File: src/rtl/risc_ctrl_defs.sv
// Constants shared by the step sequencer and the Signal_* control decoders.
package risc_ctrl_defs;

  localparam int CNT_W_DEF = 3;

  localparam logic [4:0] OPM_SYS  = 5'b11100;
  localparam logic [1:0] OPL_HLT  = 2'b01;
  localparam logic [1:0] OPL_OUTR = 2'b00;

  typedef enum logic [1:0] {
    ST_IDLE  = 2'd0,
    ST_FETCH = 2'd1,
    ST_EXEC  = 2'd2,
    ST_HALT  = 2'd3
  } seq_state_t;

  function automatic logic is_hlt(input logic [4:0] opm, input logic [1:0] opl);
    return (opm == OPM_SYS) && (opl == OPL_HLT);
  endfunction

endpackage

File: src/rtl/seq_step_counter.sv
// Step counter register with the last-legal-step compare.
module seq_step_counter #(
  parameter int CNT_W    = 3,
  parameter int MAX_STEP = 7
) (
  input  logic             clk,
  input  logic             rst_n,
  input  logic             clr,
  input  logic             inc,
  output logic [CNT_W-1:0] Cnt,
  output logic             at_max
);

  localparam logic [CNT_W-1:0] MAX_CNT = CNT_W'(MAX_STEP);

  logic [CNT_W-1:0] cnt_reg;

  // Clear wins over increment so an instruction end always lands on step 0.
  always_ff @(posedge clk or negedge rst_n) begin
    if (!rst_n) begin
      cnt_reg <= '0;
    end else if (clr) begin
      cnt_reg <= '0;
    end else if (inc) begin
      cnt_reg <= cnt_reg + CNT_W'(1);
    end
  end

  assign Cnt    = cnt_reg;
  assign at_max = (cnt_reg == MAX_CNT);

endmodule

File: src/rtl/multicycle_step_sequencer.sv
// Fetch/execute sequencer: step counter, latched opcode fields, HLT detection,
// retired-instruction count and sticky runaway-step flag.
module multicycle_step_sequencer
  import risc_ctrl_defs::*;
#(
  parameter int CNT_W    = CNT_W_DEF,
  parameter int MAX_STEP = 7,
  parameter int RET_W    = 16
) (
  input  logic             clk,
  input  logic             rst_n,
  input  logic             run,
  input  logic             resume,
  input  logic [15:0]      ins_in,
  input  logic             ins_valid,
  input  logic             Buff_PC,
  output logic [CNT_W-1:0] Cnt,
  output logic [4:0]       InsM,
  output logic [1:0]       InsL,
  output logic             fetch_req,
  output logic             halted,
  output logic             step_err,
  output logic [RET_W-1:0] retired
);

  seq_state_t       state_reg;
  logic [4:0]       insm_reg;
  logic [1:0]       insl_reg;
  logic [RET_W-1:0] retired_reg;
  logic             fetch_req_reg;
  logic             halted_reg;
  logic             step_err_reg;
  logic             cnt_clr;
  logic             cnt_inc;
  logic             at_max;

  always_comb begin
    cnt_inc = 1'b0;
    cnt_clr = 1'b0;
    if (state_reg == ST_FETCH) begin
      cnt_inc = ins_valid;
    end else if (state_reg == ST_EXEC) begin
      cnt_clr = Buff_PC || at_max;
      cnt_inc = !Buff_PC && !at_max;
    end
  end

  seq_step_counter #(
    .CNT_W    (CNT_W),
    .MAX_STEP (MAX_STEP)
  ) u_step_counter (
    .clk    (clk),
    .rst_n  (rst_n),
    .clr    (cnt_clr),
    .inc    (cnt_inc),
    .Cnt    (Cnt),
    .at_max (at_max)
  );

  always_ff @(posedge clk or negedge rst_n) begin
    if (!rst_n) begin
      state_reg     <= ST_IDLE;
      insm_reg      <= '0;
      insl_reg      <= '0;
      retired_reg   <= '0;
      fetch_req_reg <= 1'b0;
      halted_reg    <= 1'b0;
      step_err_reg  <= 1'b0;
    end else begin
      case (state_reg)
        ST_IDLE: begin
          if (run) begin
            state_reg     <= ST_FETCH;
            fetch_req_reg <= 1'b1;
          end
        end
        ST_FETCH: begin
          if (ins_valid) begin
            insm_reg      <= ins_in[15:11];
            insl_reg      <= ins_in[1:0];
            state_reg     <= ST_EXEC;
            fetch_req_reg <= 1'b0;
          end
        end
        ST_EXEC: begin
          // Completion on the last legal step is still a normal retire.
          if (Buff_PC) begin
            retired_reg <= retired_reg + RET_W'(1);
            if (is_hlt(insm_reg, insl_reg)) begin
              state_reg  <= ST_HALT;
              halted_reg <= 1'b1;
            end else begin
              state_reg     <= ST_FETCH;
              fetch_req_reg <= 1'b1;
            end
          end else if (at_max) begin
            step_err_reg <= 1'b1;
            state_reg    <= ST_HALT;
            halted_reg   <= 1'b1;
          end
        end
        ST_HALT: begin
          if (resume) begin
            state_reg     <= ST_FETCH;
            fetch_req_reg <= 1'b1;
            halted_reg    <= 1'b0;
          end
        end
        default: begin
          state_reg     <= ST_IDLE;
          fetch_req_reg <= 1'b0;
          halted_reg    <= 1'b0;
        end
      endcase
    end
  end

  assign InsM      = insm_reg;
  assign InsL      = insl_reg;
  assign fetch_req = fetch_req_reg;
  assign halted    = halted_reg;
  assign step_err  = step_err_reg;
  assign retired   = retired_reg;

endmodule

File: config.mk
export PLATFORM = sky130hd
export DESIGN_NAME = multicycle_step_sequencer
export DESIGN_NICKNAME = d
export VERILOG_FILES = /design/src/rtl/risc_ctrl_defs.sv /design/src/rtl/seq_step_counter.sv /design/src/rtl/multicycle_step_sequencer.sv
export SDC_FILE = /design/constraint.sdc
export NUM_CORES = 1
export LEC_CHECK = 0
export ABC_AREA = 0
export CAP_MARGIN = 20
export CORE_AREA = 2 2 89 74
export DETAILED_ROUTE_END_ITERATION = 8
export DIE_AREA = 0 0 91 76
export SYNTH_ARGS = -nofsm -noshare
export SYNTH_HDL_FRONTEND = slang
export SYNTH_HIERARCHICAL = 1
export SYNTH_SLANG_ARGS = --single-unit
File: constraint.sdc
create_clock -name clk -period 3.6 [get_ports clk]
set_clock_uncertainty 0.1 [all_clocks]
set_input_delay 0.54 -clock clk [delete_from_list [all_inputs] [get_ports clk]]
set_output_delay 0.54 -clock clk [all_outputs]
set_load 0.01 [all_outputs]
==> flow_summary.yaml <==
detailed_routing:
  post-route-drc-count: 0
  via_per_inst: 4.12
  ant_nets: 0
  firstDrtPassIters: 4
  dr.first_iter.drc_count: 38
  finalWirelength_mm: 2.95
  vias: 1043
  wire_per_inst_um: 11.6
synth:
  synth_edf_count: 0
  ys_seq_elements: 31
  ys.flop_type: "dfrtp_1"
  ys_seq_area_share_pct: 53.5
  synth_cells: 119
  synth.net_count: 148
  ys_warn_count: 6
  yosysUniqueCellTypes: 26
  syn-cell-area_um2: 1450
  synthArstFlopShare_pct: 100
  avgSynthCellArea_um2: 12.2
place:
  hpwl_mm: 2.26
  io_buffers: 41
  place_ws_ns: 1.12
  gp_congestion: 0.741
floorplanning:
  start_util_pct: 23.7
  ios: 51
  dieArea_um2: 6920
  num_rows: 26
  die_h_um: 76
  fp.dieW_um: 91
  coreArea_um2: 6120
worst_setup_path:
  cp_slowest_stage_delay_ns: 0.53
  cp_slowest_cell: "o21ai_0"
  end_kind: "flip-flop"
  critical_path.reg2reg.startpoint: "u_step_counter/Cnt[0]"
  r2r_end: "u_step_counter/Cnt[2]"
  critical_path.cell_chain: "clkdlybuf4s50_1 -> nor2_1 -> nand2_1 -> o21ai_0 -> mux2i_1 -> nor2_1"
  critPathMaxFanout: 5
  path_class: "primary input to flip-flop"
  cp.arrival_ns: 2.23
  r2r_setup_slack_ns: 1.45
  crit_top_cell: "nor2_1"
  critPathLaunchType: "primary input"
  reg2reg_depth: 7
  cp.required_ns: 3.65
power_and_ir_drop:
  leakagePower_nw: 0.936
  vdd_ir_drop_max_v: 0.000217
  power.density_nw_per_um2: 673
sta:
  tns_ns: 0
  fin_crit_sh_pct: 60.6
  period_minus_slack_ns: 2.18
  max_slew.worst_pin.slew_ns: 0.614
  slew-limit-headroom_pct: 58.6
  rsz0062_at_grt: "false"
  slew_viol_final: 0
  hold_violations: 0
  worst_slack_ns: 1.42
  setup_violations: 0
  fmaxAchievable_mhz: 459
grt:
  grt_max_degree: 32
  grt_pass1_wl_mm: 4.91
  globalRouteOverflowTotal: 0
  antenna_found_initial: 0
  grt_usage_pct: 8.95
  grt_pass1_vias: 1039
cells_and_area:
  nets: 197
  largest_reg_flops: 16
  area_growth_pct: 43.0
  antenna_cells: 0
  post_route_cells_drive_above_1_share_pct: 11.2
clock_network:
  cts_made_buffers: 5
  cts_resized: 0
  cts_setup_buffers: 0
  h-tree-depth: 2
  cts_tree: "done"
  cts_sinks: 31
  clock_latency_ns: 0.27
  clockBufferDepth: 2
  cts.clk_slew.worst_paths_ns: 0.07
  hold_buffers: 0
  root_buffer: "clkbuf_8"
status:
  status: "completed"
flow_run:
  cap_violations: 0
hold_path:
  hold_path_depth: 1
  min_to: "step_err"
  holdCritStartpoint: "step_err"
  hp-class: "flip-flop to flip-flop"
## report_power, final
group / internal [W] / switching (W) / total [W]
combinational: 0.000317 / 0.000234 / 0.000551
clock: 0.000174 / 0.000125 / 0.000299
sequential: 0.000454 / 0.0000896 / 0.000544
## cell type report
class	instances	area, um2
Sequential cell	31	776
Timing Repair Buffer	42	418
Inverter	8	30.0
Tap cell	84	105
Clock buffer	8	100
Multi-Input combinational cell	80	643
Fill cell	646	4040
## worst max-delay path, delay by kind of cell
family,cells,cell delay (ns)
and+or+nand+nor,3,0.38
AOI/OAI and AO/OA,1,0.53
muxes,1,0.25
buffers and inverters,1,0.52
## layout by cell type, fill, tap and decap left out, drive strengths merged
cell and count:
dfrtp 31, a21o 1, and3 1, inv 8, a21boi 1, a222oi 1, a311o 1, o21ai 1
nor2b 1, nor4 2, nand3 11, a41oi 1, nor2 9, xnor2 10, nand4 1, nor3 1
nand2 8, mux2 10, nor3b 2, mux2i 3, clkdlybuf4s50 41, ha 7, clkbuf 8, xor2 6
a31oi 1, and4b 1, buf 1
## synth_stat cells, types with 2 or more instances
cell | instances | area share, %
nand2_1 | 8 | 2.1
xor2_1 | 6 | 3.6
mux2_1 | 2 | 1.6
nor2_1 | 9 | 2.3
inv_1 | 8 | 2.1
mux2_2 | 8 | 6.2
dfrtp_1 | 31 | 54
mux2i_1 | 3 | 2.1
xnor2_1 | 10 | 6.0
nor3b_1 | 2 | 1.0
nand3_1 | 11 | 3.8
ha_1 | 7 | 6.0
## through the flow
step	power (W)	hold WS, ns	cell area, um2	util (%)	cells
6_report	0.00139	0.368	2070	33.9	253
5_1_grt	0.00150	0.384	2070	33.9	253
4_1_cts	0.00142	0.370	2070	33.9	253
3_5_place_dp	0.00111	0.355	1970	32.2	245
3_3_place_gp	0.00110	0.365	1970	32.2	245
2_1_floorplan	0.000833	0.144	1450	-	119
## how the worst max path moves through the flow
stage / start / to / slack (ns)
2_1_floorplan: u_step_counter/Cnt[0] / u_step_counter/Cnt[1] / 1.69
3_3_place_gp: Buff_PC / u_step_counter/Cnt[1] / 1.21
3_5_place_dp: Buff_PC / u_step_counter/Cnt[2] / 1.12
4_1_cts: Buff_PC / u_step_counter/Cnt[2] / 1.41
5_1_grt: Buff_PC / u_step_counter/Cnt[2] / 1.30
6_report: Buff_PC / u_step_counter/Cnt[2] / 1.42
## logic make-up (layout without fill, tap and decap cells)
| kind of cell | Yosys count | after routing | share of synthesized area [%] |
|---|---|---|---|
| flops | 31 | 31 | 53.5 |
| compound gates | 7 | 7 | 4.32 |
| simple gates | 37 | 37 | 14.5 |
| buf+inv | 8 | 58 | 2.07 |
| mux | 13 | 13 | 9.84 |
| fa+ha+maj | 7 | 7 | 6.04 |
| xor+xnor | 16 | 16 | 9.67 |
## layer usage
metal	up-vias	part of all wire, %	track usage, %
met5	-	0	0
li1	513	-	-
met4	0	0.92	3.18
met1	502	50	11.8
met2	26	44	13.4
met3	2	5.7	3.36
Note: power is estimated with default switching activity, not from simulation.
